$ cat config.mk
export PLATFORM = sky130hd
export DESIGN_NAME = operand_entry
export DESIGN_NICKNAME = d
export VERILOG_FILES = /design/src/rtl/operand_entry.sv
export SDC_FILE = /design/constraint.sdc
export NUM_CORES = 1
export LEC_CHECK = 0
export CAP_MARGIN = 5
export CELL_PAD_IN_SITES_DETAIL_PLACEMENT = 1
export CELL_PAD_IN_SITES_GLOBAL_PLACEMENT = 2
export CORE_MARGIN = 3
export CORE_UTILIZATION = 42
export CTS_BUF_LIST = sky130_fd_sc_hd__clkbuf_16
export DETAILED_ROUTE_END_ITERATION = 7
export DONT_BUFFER_PORTS = 1
export PLACE_DENSITY_LB_ADDON = 0.1
export SLEW_MARGIN = 20
export SYNTH_ARGS = -nofsm -noshare
export SYNTH_HDL_FRONTEND = slang
export SYNTH_SLANG_ARGS = --single-unit
$ cat constraint.sdc
create_clock -name clk -period 14.33 [get_ports clk]
set_input_delay 1.433 -clock clk [delete_from_list [all_inputs] [get_ports clk]]
set_output_delay 1.433 -clock clk [all_outputs]
set_load 0.01 [all_outputs]
$ cat src/rtl/operand_entry.sv
// operand_entry: keypad operand-entry block for the stopwatch-calculator.
// Debounces the raw key-down level, decodes each accepted key and assembles
// two unsigned decimal operands of up to DIGITS digits each.
//
// Optional feature macro: OPERAND_NEG_EN (per-operand sign, toggled by key 11).
//
// Ports:
//   clk      system clock, rising edge
//   rst      synchronous active-high reset
//   number   key code from the keypad decoder (sampled on the accepting edge)
//   pressed  raw key-down level, may bounce
//   in1/in2  operand values (two's complement when negated and OPERAND_NEG_EN)
//   led1/2   operand explicitly selected
//   dcnt1/2  digits held in each operand
//   full     active operand holds DIGITS digits (combinational)
//   key_ack  one-cycle pulse in the cycle after each accepted key
module operand_entry #(
  parameter int unsigned WIDTH    = 32,
  parameter int unsigned DIGITS   = 2,
  parameter int unsigned DEBOUNCE = 3
) (
  input  logic                         clk,
  input  logic                         rst,
  input  logic [3:0]                   number,
  input  logic                         pressed,
  output logic [WIDTH-1:0]             in1,
  output logic [WIDTH-1:0]             in2,
  output logic                         led1,
  output logic                         led2,
  output logic [$clog2(DIGITS+1)-1:0]  dcnt1,
  output logic [$clog2(DIGITS+1)-1:0]  dcnt2,
  output logic                         full,
  output logic                         key_ack
);

  localparam int unsigned CW = $clog2(DIGITS + 1);
  localparam int unsigned DW = $clog2(DEBOUNCE + 1);

  typedef enum logic {
    EDIT1 = 1'b0,
    EDIT2 = 1'b1
  } state_e;

  state_e           state_q, state_d;
  logic [WIDTH-1:0] mag1_q, mag1_d, mag2_q, mag2_d;
  logic [CW-1:0]    cnt1_q, cnt1_d, cnt2_q, cnt2_d;
  logic             led1_q, led1_d, led2_q, led2_d;
  logic             key_ack_q, key_ack_d;
  logic [DW-1:0]    db_cnt_q, db_cnt_d;
  // Blocks acceptance after a reset taken while the key was held down.
  logic             lock_q, lock_d;
`ifdef OPERAND_NEG_EN
  logic             neg1_q, neg1_d, neg2_q, neg2_d;
  logic             act_neg, new_neg;
`endif

  logic             accept_c;
  logic [WIDTH-1:0] act_mag, new_mag;
  logic [CW-1:0]    act_cnt, new_cnt;

  // State register, synchronous reset
  always_ff @(posedge clk) begin
    if (rst) begin
      state_q   <= EDIT1;
      mag1_q    <= '0;
      mag2_q    <= '0;
      cnt1_q    <= '0;
      cnt2_q    <= '0;
      led1_q    <= 1'b0;
      led2_q    <= 1'b0;
      key_ack_q <= 1'b0;
      db_cnt_q  <= '0;
      lock_q    <= pressed;
`ifdef OPERAND_NEG_EN
      neg1_q    <= 1'b0;
      neg2_q    <= 1'b0;
`endif
    end else begin
      state_q   <= state_d;
      mag1_q    <= mag1_d;
      mag2_q    <= mag2_d;
      cnt1_q    <= cnt1_d;
      cnt2_q    <= cnt2_d;
      led1_q    <= led1_d;
      led2_q    <= led2_d;
      key_ack_q <= key_ack_d;
      db_cnt_q  <= db_cnt_d;
      lock_q    <= lock_d;
`ifdef OPERAND_NEG_EN
      neg1_q    <= neg1_d;
      neg2_q    <= neg2_d;
`endif
    end
  end

  // Debounce, key decode and next-state logic
  always_comb begin
    state_d   = state_q;
    mag1_d    = mag1_q;
    mag2_d    = mag2_q;
    cnt1_d    = cnt1_q;
    cnt2_d    = cnt2_q;
    led1_d    = led1_q;
    led2_d    = led2_q;
    key_ack_d = 1'b0;
    db_cnt_d  = db_cnt_q;
    lock_d    = lock_q;
`ifdef OPERAND_NEG_EN
    neg1_d    = neg1_q;
    neg2_d    = neg2_q;
    act_neg   = (state_q == EDIT1) ? neg1_q : neg2_q;
    new_neg   = act_neg;
`endif
    act_mag   = (state_q == EDIT1) ? mag1_q : mag2_q;
    act_cnt   = (state_q == EDIT1) ? cnt1_q : cnt2_q;
    new_mag   = act_mag;
    new_cnt   = act_cnt;

    // Acceptance happens exactly on the DEBOUNCE-1 -> DEBOUNCE step.
    accept_c = pressed && !lock_q && (db_cnt_q == DW'(DEBOUNCE - 1));

    if (!pressed) begin
      db_cnt_d = '0;
      lock_d   = 1'b0;
    end else if (!lock_q && (db_cnt_q != DW'(DEBOUNCE))) begin
      db_cnt_d = db_cnt_q + DW'(1);
    end

    if (accept_c) begin
      key_ack_d = 1'b1;
      case (number)
        4'd12: begin
          if (act_cnt != '0) begin
            new_mag = act_mag / WIDTH'(10);
            new_cnt = act_cnt - CW'(1);
          end
        end
        4'd13: begin
          new_mag = '0;
          new_cnt = '0;
`ifdef OPERAND_NEG_EN
          new_neg = 1'b0;
`endif
        end
        4'd14: begin
          state_d = EDIT2;
          mag2_d  = '0;
          cnt2_d  = '0;
          led1_d  = 1'b0;
          led2_d  = 1'b1;
`ifdef OPERAND_NEG_EN
          neg2_d  = 1'b0;
`endif
        end
        4'd15: begin
          state_d = EDIT1;
          mag1_d  = '0;
          cnt1_d  = '0;
          led1_d  = 1'b1;
          led2_d  = 1'b0;
`ifdef OPERAND_NEG_EN
          neg1_d  = 1'b0;
`endif
        end
`ifdef OPERAND_NEG_EN
        4'd11: new_neg = ~act_neg;
`endif
        default: begin
          // Digits shift in from the right; a full operand ignores them.
          if ((number <= 4'd9) && (act_cnt < CW'(DIGITS))) begin
            new_mag = (act_mag * WIDTH'(10)) + WIDTH'(number);
            new_cnt = act_cnt + CW'(1);
          end
        end
      endcase

      // Edit keys only ever touch the active operand.
      if (number < 4'd14) begin
        if (state_q == EDIT1) begin
          mag1_d = new_mag;
          cnt1_d = new_cnt;
`ifdef OPERAND_NEG_EN
          neg1_d = new_neg;
`endif
        end else begin
          mag2_d = new_mag;
          cnt2_d = new_cnt;
`ifdef OPERAND_NEG_EN
          neg2_d = new_neg;
`endif
        end
      end
    end
  end

`ifdef OPERAND_NEG_EN
  assign in1 = neg1_q ? (WIDTH'(0) - mag1_q) : mag1_q;
  assign in2 = neg2_q ? (WIDTH'(0) - mag2_q) : mag2_q;
`else
  assign in1 = mag1_q;
  assign in2 = mag2_q;
`endif
  assign led1    = led1_q;
  assign led2    = led2_q;
  assign dcnt1   = cnt1_q;
  assign dcnt2   = cnt2_q;
  assign key_ack = key_ack_q;
  assign full    = (((state_q == EDIT1) ? cnt1_q : cnt2_q) == CW'(DIGITS));

endmodule

==> results of run 1 <==
## routing by layer
layer / routed length (um) / track usage / vias up
met5: 0 / 0 / -
met3: 1250 / 0.0324 / 45
met4: 788 / 0.0686 / 0
li1: - / - / 5244
met2: 18400 / 0.467 / 227
met1: 17900 / 0.374 / 5574
## area by class of cell
cell class | instances | area [sq um]
Fill cell | 3098 | 13600
Timing Repair Buffer | 28 | 210
Sequential cell | 74 | 1500
Clock inverter | 7 | 82.6
Tap cell | 324 | 405
Clock buffer | 9 | 225
Inverter | 57 | 214
Multi-Input combinational cell | 1167 | 8310
## placed cells by master, fill, tap and decap left out, drive strengths merged, types with 8 or more instances in the layout
cell     instances
a2111oi         12
a211oi          26
a21o            12
a21oi           76
a221oi           8
a22o            25
a22oi           42
a31oi           19
and2            10
and3            19
buf             28
clkbuf           9
dfxtp           73
ha              64
inv             55
mux2i           45
nand2          128
nand2b          12
nand3           43
nand4           17
nor2           146
nor2b            8
nor3            43
nor4            22
o2111ai         12
o211ai          22
o21ai           83
o21bai          10
o221ai          23
o22ai           10
o311ai           8
o31ai           16
or2              9
or3             12
xnor2           38
xor2            23
## critical path: cells and delay by family (launching register included)
family,cells,cell delay (ns)
AOI/OAI and AO/OA,21,6.51
buffers and inverters,1,0.27
DFF,1,0.58
muxes,3,1.30
and+or+nand+nor,11,3.92
## worst min-delay path by stage
stage / slack (ns) / depth (start not counted) / start / end
3_3_place_gp: 0.51 / 2 / db_cnt_q[1] / db_cnt_q[1]
4_1_cts: 0.52 / 2 / led1 / led1
3_5_place_dp: 0.51 / 2 / led1 / led1
2_1_floorplan: 0.49 / 2 / in2[1] / in2[1]
5_1_grt: 0.57 / 2 / db_cnt_q[1] / db_cnt_q[1]
6_report: 0.53 / 2 / led1 / led1
## cells by family (layout without fill, tap and decap cells)
group | Yosys count | after routing
adder cells (fa/ha/maj) | 66 | 66
flip-flops | 74 | 74
multiplexers | 51 | 51
AO/OA/AOI/OAI | 507 | 507
AND/OR/NAND/NOR | 482 | 482
buffers and inverters | 154 | 101
XOR/XNOR | 61 | 61
## per-stage QoR
stage                util  area, sq um  instances  hold slack [ns]
finish              0.446        10900       1666            0.532
global route        0.446        10900       1666            0.569
CTS                 0.445        10900       1666            0.525
detailed placement  0.433        10600       1650            0.513
global placement    0.433        10600       1650            0.510
floorplan               -        10600       1395            0.487
## power breakdown
part           switching [mW]  internal (mW)  total (mW)
sequential            0.00109          0.207       0.208
clock                   0.116          0.138       0.255
combinational          0.0154        0.00547      0.0208
## state kept, by name, indices dropped and copies added, names as in the netlist
name / flops
db_cnt_q: 2
dcnt1: 2
dcnt2: 2
in1: 32
in2: 32
key_ack: 1
led1: 1
led2: 1
lock_q: 1
==> flow_summary.toml, run 1 <==
[critical_path]
arrival_ns = 13.00
crit_fanout = 22
critPathRequiredTime_ns = 14.59
r2r_end = "in2[0]"
reg2reg_depth = 36
r2r_start = "led2"
crit_type = "register to register"
cp-endpoint = "in2[0]"
crit_start = "led2"
worst_setup_path_end_kind = "register"
timing.reg2reg.setup_slack_ns = 1.60
cpPeakStageDelay_ns = 0.88
cp_slowest_cell = "nor4_2"
cp_common_cell = "a21oi_1"
cp-start-kind = "register"

[drt]
drt-pass1-iter-count = 5
antenna_left = 0
num_vias = 11100
vias_per_cell = 6.66
drc = 0
drt_iter0_markers = 760
wl_mm = 38.4
wl_per_cell_um = 23.0

[place]
port_buffers = 0
place.gp.congestion = 0.889
pre_cts_ws_ns = 1.61
dp_hpwl_mm = 27.7

[synth]
yosysTopAreaCell = "dfxtp_1"
seq_area_frac_synth = 0.141
synth_compound_area_frac = 0.376
yosys.cell_types.count = 118
ys_ff_latch = 74
netlist_area_sq_mm = 0.0106
synth_xor_area_frac = 0.0506
synth_fa_ha_area_frac = 0.0797
postSynthCellCount = 1395
synth_top_family_by_area = "compound AO/OA/AOI/OAI gates"
synth_area_leaders = "dfxtp_1 (14%), ha_1 (7.6%), nor2_1 (5.2%), nand2_1 (4.6%), mux2i_1 (3.8%)"
synthSimpleGateAreaFrac = 0.222
ys.flop_type = "dfxtp_1"
ys_async_sr_fraction = 0
synth_top_area_share = 0.138
syn-num-nets = 1468
synth_most_common_cell = "nor2_1"
synth-edff-count = 1
netlist_top_cells_count = "nor2_1 (146), nand2_1 (128), a21oi_1 (74)"
synth.yosys.warnings = 0
synth_area_per_cell_sq_um = 7.57
synth_mux_area_frac = 0.0561

[finish]
antenna_cells = 0
final_nets = 1410
layout-drive-gt1-share = 0.0931
area_delta_synth_final_pct = 3.64

[sta]
setup_viol = 0
rsz0062_at_grt = "false"
fmax_mhz = 78.5
finalCritPeriodShare = 0.889
post-route-min-period_ns = 12.73
clock_skew_ns = 0.0153
worst_slack_ns = 1.60
tightestPinTransition_ns = 1.12
fin_tns_setup_ns = 0
finalHoldViolCount = 0
drv_slew = 0
slew_headroom = 0.247

[die]
die_w_um = 165
io-pin-count = 79
die_area_sq_mm = 0.0271
rows = 57
core_sq_mm = 0.0245
start_util = 0.430
die_y_um = 165

[global_routing]
grt_pass1_vias = 10800
antenna_found_initial = 0
grt.total_usage = 0.276
overflow = 0
grt_max_degree = 49
grt_pass1_wl_mm = 60.5

[clock_tree]
clkTransAtPathRegs_ns = 0.07
cts_made_buffers = 9
cts_max_level = 3
clock-sinks = 74
ctsHoldBuffers = 0
clock_path_buffers = 2
clk-insertion-delay-late_ns = 0.36
post_cts_buffers = 0
cts_tree = "done"
cts_resized = 0
clockRootBuffer = "clkbuf_16"

[power]
vdd_drop_max_uv = 41.2
p_leak_nw = 4.14
p_total_uw = 483
p_per_area_mw_per_mm2 = 44.2

[hold_path]
hp-class = "register to register"

[run]
cap_violations = 0

[run_status]
status = "finished clean"
Note: power is estimated with default switching activity, not from simulation.
==> run 2: changes to the inputs <==
--- a/config.mk
+++ b/config.mk
@@ -9,7 +9,7 @@
 export CELL_PAD_IN_SITES_DETAIL_PLACEMENT = 1
 export CELL_PAD_IN_SITES_GLOBAL_PLACEMENT = 2
 export CORE_MARGIN = 3
-export CORE_UTILIZATION = 42
+export CORE_UTILIZATION = 39
 export CTS_BUF_LIST = sky130_fd_sc_hd__clkbuf_16
 export DETAILED_ROUTE_END_ITERATION = 7
 export DONT_BUFFER_PORTS = 1
==> constraint.sdc (replaced) <==
create_clock -name clk -period 12.85 [get_ports clk]
set_input_delay 1.285 -clock clk [delete_from_list [all_inputs] [get_ports clk]]
set_output_delay 1.285 -clock clk [all_outputs]
set_load 0.01 [all_outputs]
==> flow_summary.toml, run 2 (synthesis results as in run 1) <==
[die]
die_y_um = 171
die_area_sq_mm = 0.0291
start_util = 0.401
die_w_um = 171
io-pin-count = 79
core_sq_mm = 0.0264
rows = 59

[power]
p_leak_nw = 4.18
swShare = 0.271
p_total_uw = 537
clockPowerShare = 0.525
p_sw_uw = 146
p_seq_frac = 0.431
internal_power_uw = 391
combPwrFrac = 0.043
p_per_area_mw_per_mm2 = 48.7
vdd_drop_max_uv = 40.4

[finish]
layout-drive-gt1-share = 0.0984
final_cells = 1687
fill_cells = 3269
final_area_sq_mm = 0.0110
final_cell_mix = "nor2_1 (146), nand2_1 (128), a21oi_1 (73), dfxtp_1 (72), o21ai_0 (71)"
antenna_cells = 0
final_nets = 1420
final_common_cell = "nor2_1"
area_delta_synth_final_pct = 4.43
post-route-util = 0.418

[clock_tree]
cts_tree = "done"
cts_resized = 0
clock-sinks = 74
clk-insertion-delay-late_ns = 0.36
clockRootBuffer = "clkbuf_16"
ctsHoldBuffers = 0
cts_made_buffers = 9
clock_path_buffers = 2
clkTransAtPathRegs_ns = 0.08
post_cts_buffers = 0
cts_max_level = 3

[sta]
post-route-min-period_ns = 11.96
fmax_mhz = 83.6
finalHoldViolCount = 0
slew_headroom = 0.327
fin_tns_setup_ns = 0
tightestPinTransition_ns = 0.981
setup_viol = 0
drv_slew = 0
clock_skew_ns = 0.0144
rsz0062_at_grt = "false"
finalCritPeriodShare = 0.931

[global_routing]
grt_pass1_wl_mm = 61.4
grt_pass1_vias = 11000
overflow = 0
grt.total_usage = 0.258
antenna_found_initial = 0
grt_max_degree = 49

[critical_path]
reg2reg_depth = 36
cpPeakStageDelay_ns = 0.61
worst_setup_path_end_kind = "register"
crit_fanout = 22
critPathRequiredTime_ns = 13.11
crit_type = "register to register"
cp_common_cell = "mux2i_1"
arrival_ns = 12.22
cp-start-kind = "register"
cp_slowest_cell = "dfxtp_4"

[drt]
wl_mm = 38.3
drt_iter0_markers = 795
drc = 0
num_vias = 11200
wl_per_cell_um = 22.7
drt-pass1-iter-count = 5
antenna_left = 0
vias_per_cell = 6.63

[run_status]
status = "finished clean"

[place]
place.gp.congestion = 0.890
port_buffers = 0
dp_hpwl_mm = 27.9
placed_area_sq_mm = 0.0107
place_inst = 1670

[run]
cap_violations = 0

[hold_path]
hold_path_depth = 2
hp-class = "register to register"
[run 2: changes by cell type in the layout (fill, tap and decap cells not counted), sizes merged]
cell	delta
mux2i	+1
buf	+9
[run 2: cell type report]
class                   count  area, sq um  area share
repair buffers             37          278      0.0252
clock buffers               9          225      0.0204
inverters                  57          214      0.0194
clock inverters             7         82.6     0.00749
well taps                 335          419      0.0380
multi-input cells        1168         8310       0.754
flip-flops and latches     74         1500       0.136
[run 2: final timing paths]
check	from	slack (ns)	end
setup / recovery	led2	0.89	in2[0]
hold / removal	in2[3]	0.53	in2[3]
setup reg to reg	led2	0.89	in2[0]
hold reg to reg	in2[3]	0.53	in2[3]
[run 2: critical path, delay by kind of cell, from the launching register on]
family | cells | cell delay (ns)
flip-flops | 1 | 0.61
buffers and inverters | 1 | 0.22
multiplexers | 4 | 1.70
AO/OA/AOI/OAI | 19 | 5.89
AND/OR/NAND/NOR | 12 | 3.39
[run 2: routing by layer]
layer  track usage  up-vias  part of all wire
li1              -     5286                 -
met1         0.351     5591              0.46
met2         0.438      266              0.49
met3        0.0323       37             0.041
met4        0.0554        0             0.015
met5             0        -                 0
[run 2: power groups by stage]
| stage | sequential (mW) | clock [mW] | combinational [mW] |
|---|---|---|---|
| after global routing | 0.232 | 0.298 | 0.0256 |
| after CTS | 0.231 | 0.289 | 0.0232 |
| after detailed placement | 0.237 | 0 | 0.0232 |
| after floorplan | 0.237 | 0 | 0.0163 |
| final | 0.231 | 0.282 | 0.0233 |
| after global placement | 0.237 | 0 | 0.0228 |
[run 2: metrics by stage]
stage	hold WS, ns	setup slack (ns)
6_report	0.534	0.891
5_1_grt	0.563	0.0175
4_1_cts	0.538	0.522
3_5_place_dp	0.522	0.563
3_3_place_gp	0.511	0.735
2_1_floorplan	0.487	3.04
==> run 3: changes to the inputs <==
--- a/config.mk
+++ b/config.mk
@@ -13,8 +13,9 @@
 export CTS_BUF_LIST = sky130_fd_sc_hd__clkbuf_16
 export DETAILED_ROUTE_END_ITERATION = 7
 export DONT_BUFFER_PORTS = 1
+export GPL_TIMING_DRIVEN = 0
 export PLACE_DENSITY_LB_ADDON = 0.1
-export SLEW_MARGIN = 20
+export SLEW_MARGIN = 15
 export SYNTH_ARGS = -nofsm -noshare
 export SYNTH_HDL_FRONTEND = slang
 export SYNTH_SLANG_ARGS = --single-unit
==> flow_summary.toml, run 3 (synthesis results as in run 1) <==
[hold_path]
hp-class = "register to register"

[place]
place.gp.congestion = 0.875
port_buffers = 0
dp_hpwl_mm = 31.0
placed_area_sq_mm = 0.0110

[clock_tree]
clkTransAtPathRegs_ns = 0.07
post_cts_buffers = 0
cts_max_level = 3
cts_made_buffers = 9
cts_tree = "done"
clock_path_buffers = 2
clk-insertion-delay-late_ns = 0.36
clockRootBuffer = "clkbuf_16"
clock-sinks = 74

[drt]
wl_met3_mm = 1.77
drt-pass1-iter-count = 5
wl_met1_mm = 18.4
drc = 0
wl_per_cell_um = 23.3
drt_iter0_markers = 623
wl_mm = 40.8
routed-wl-met2_mm = 19.8
top_layer_used = "met4"
num_vias = 11400
antenna_left = 0
vias_per_cell = 6.53

[sta]
rsz0062_at_grt = "false"
fin_tns_setup_ns = 0
setup_viol = 0
finalHoldViolCount = 0
finalCritPeriodShare = 0.920
drv_slew = 0
slew_headroom = 0.195
tightestPinTransition_ns = 1.20
clock_skew_ns = 0.0119
post-route-min-period_ns = 11.82
fmax_mhz = 84.6

[global_routing]
antenna_found_initial = 0
grt_pass1_vias = 11200
grt_max_degree = 16
overflow = 0
grt.total_usage = 0.275
grt_pass1_wl_mm = 64.6

[die]
die_y_um = 171
io-pin-count = 79
core_sq_mm = 0.0264
die_area_sq_mm = 0.0291
die_w_um = 171
rows = 59
start_util = 0.401

[critical_path]
cp_slowest_cell = "o221ai_1"
worst_setup_path_end_kind = "register"
critPathRequiredTime_ns = 13.11
arrival_ns = 12.08
cp-start-kind = "register"
cpPeakStageDelay_ns = 0.57
crit_type = "register to register"
crit_fanout = 11

[run_status]
status = "finished clean"

[power]
p_leak_nw = 4.32
p_per_area_mw_per_mm2 = 46.8
vdd_drop_max_uv = 41.1

[finish]
final_cell_mix = "nor2_1 (146), nand2_1 (128), o21ai_0 (73), a21oi_1 (73), dfxtp_1 (73)"
antenna_cells = 0
final_area_sq_mm = 0.0113
final_nets = 1479
final_common_cell = "nor2_1"
area_delta_synth_final_pct = 6.92
layout-drive-gt1-share = 0.104

[run]
cap_violations = 0
[run 3: final timing paths]
path / depth (start not counted) / start / end / slack (ns)
hold / removal: 2 / led1 / led1 / 0.54
setup reg to reg: 40 / led2 / in2[0] / 1.03
setup / recovery: 40 / led2 / in2[0] / 1.03
hold reg to reg: 2 / led1 / led1 / 0.54
[run 3: layer usage]
metal / track usage / up-vias
met5: 0 / -
li1: - / 5399
met4: 0.0649 / 0
met1: 0.363 / 5723
met2: 0.472 / 230
met3: 0.0437 / 42
[run 3: per-stage QoR]
step | power, mW | instances | worst slack (ns) | hold WS (ns) | utilization
floorplan | 0.253 | 1395 | 3.04 | 0.487 | -
global placement | 0.264 | 1730 | 0.941 | 0.513 | 0.416
detailed placement | 0.265 | 1730 | 0.968 | 0.528 | 0.417
CTS | 0.531 | 1746 | 0.928 | 0.538 | 0.428
global route | 0.545 | 1746 | 0.0120 | 0.560 | 0.428
finish | 0.528 | 1746 | 1.03 | 0.537 | 0.428
[run 3: layout make-up]
| class | instances | area, sq um |
|---|---|---|
| Buffer | 97 | 576 |
| Clock buffer | 10 | 250 |
| Clock inverter | 6 | 51.3 |
| Fill cell | 3303 | 15100 |
| Inverter | 57 | 214 |
| Multi-Input combinational cell | 1167 | 8280 |
| Sequential cell | 74 | 1490 |
| Tap cell | 335 | 419 |
[run 3: power breakdown]
part	internal (mW)	leakage, nW	total (mW)	switching (mW)
combinational	0.00626	3.58	0.0281	0.0219
sequential	0.231	0.599	0.232	0.000935
clock	0.146	0.146	0.268	0.122
total	0.383	4.32	0.528	0.145
[run 3: repair_timing]
item | CTS | global route
hold buffers | 0 | 0
resized for setup | 0 | 3
setup endpoints to repair | 0 | 2
[run 3: critical path, delay by kind of cell (launching register included)]
| family | cells | cell delay, ns |
|---|---|---|
| AO/OA/AOI/OAI | 24 | 7.22 |
| AND/OR/NAND/NOR | 10 | 2.80 |
| buffers and inverters | 5 | 0.94 |
| flip-flops | 1 | 0.40 |
| multiplexers | 1 | 0.37 |
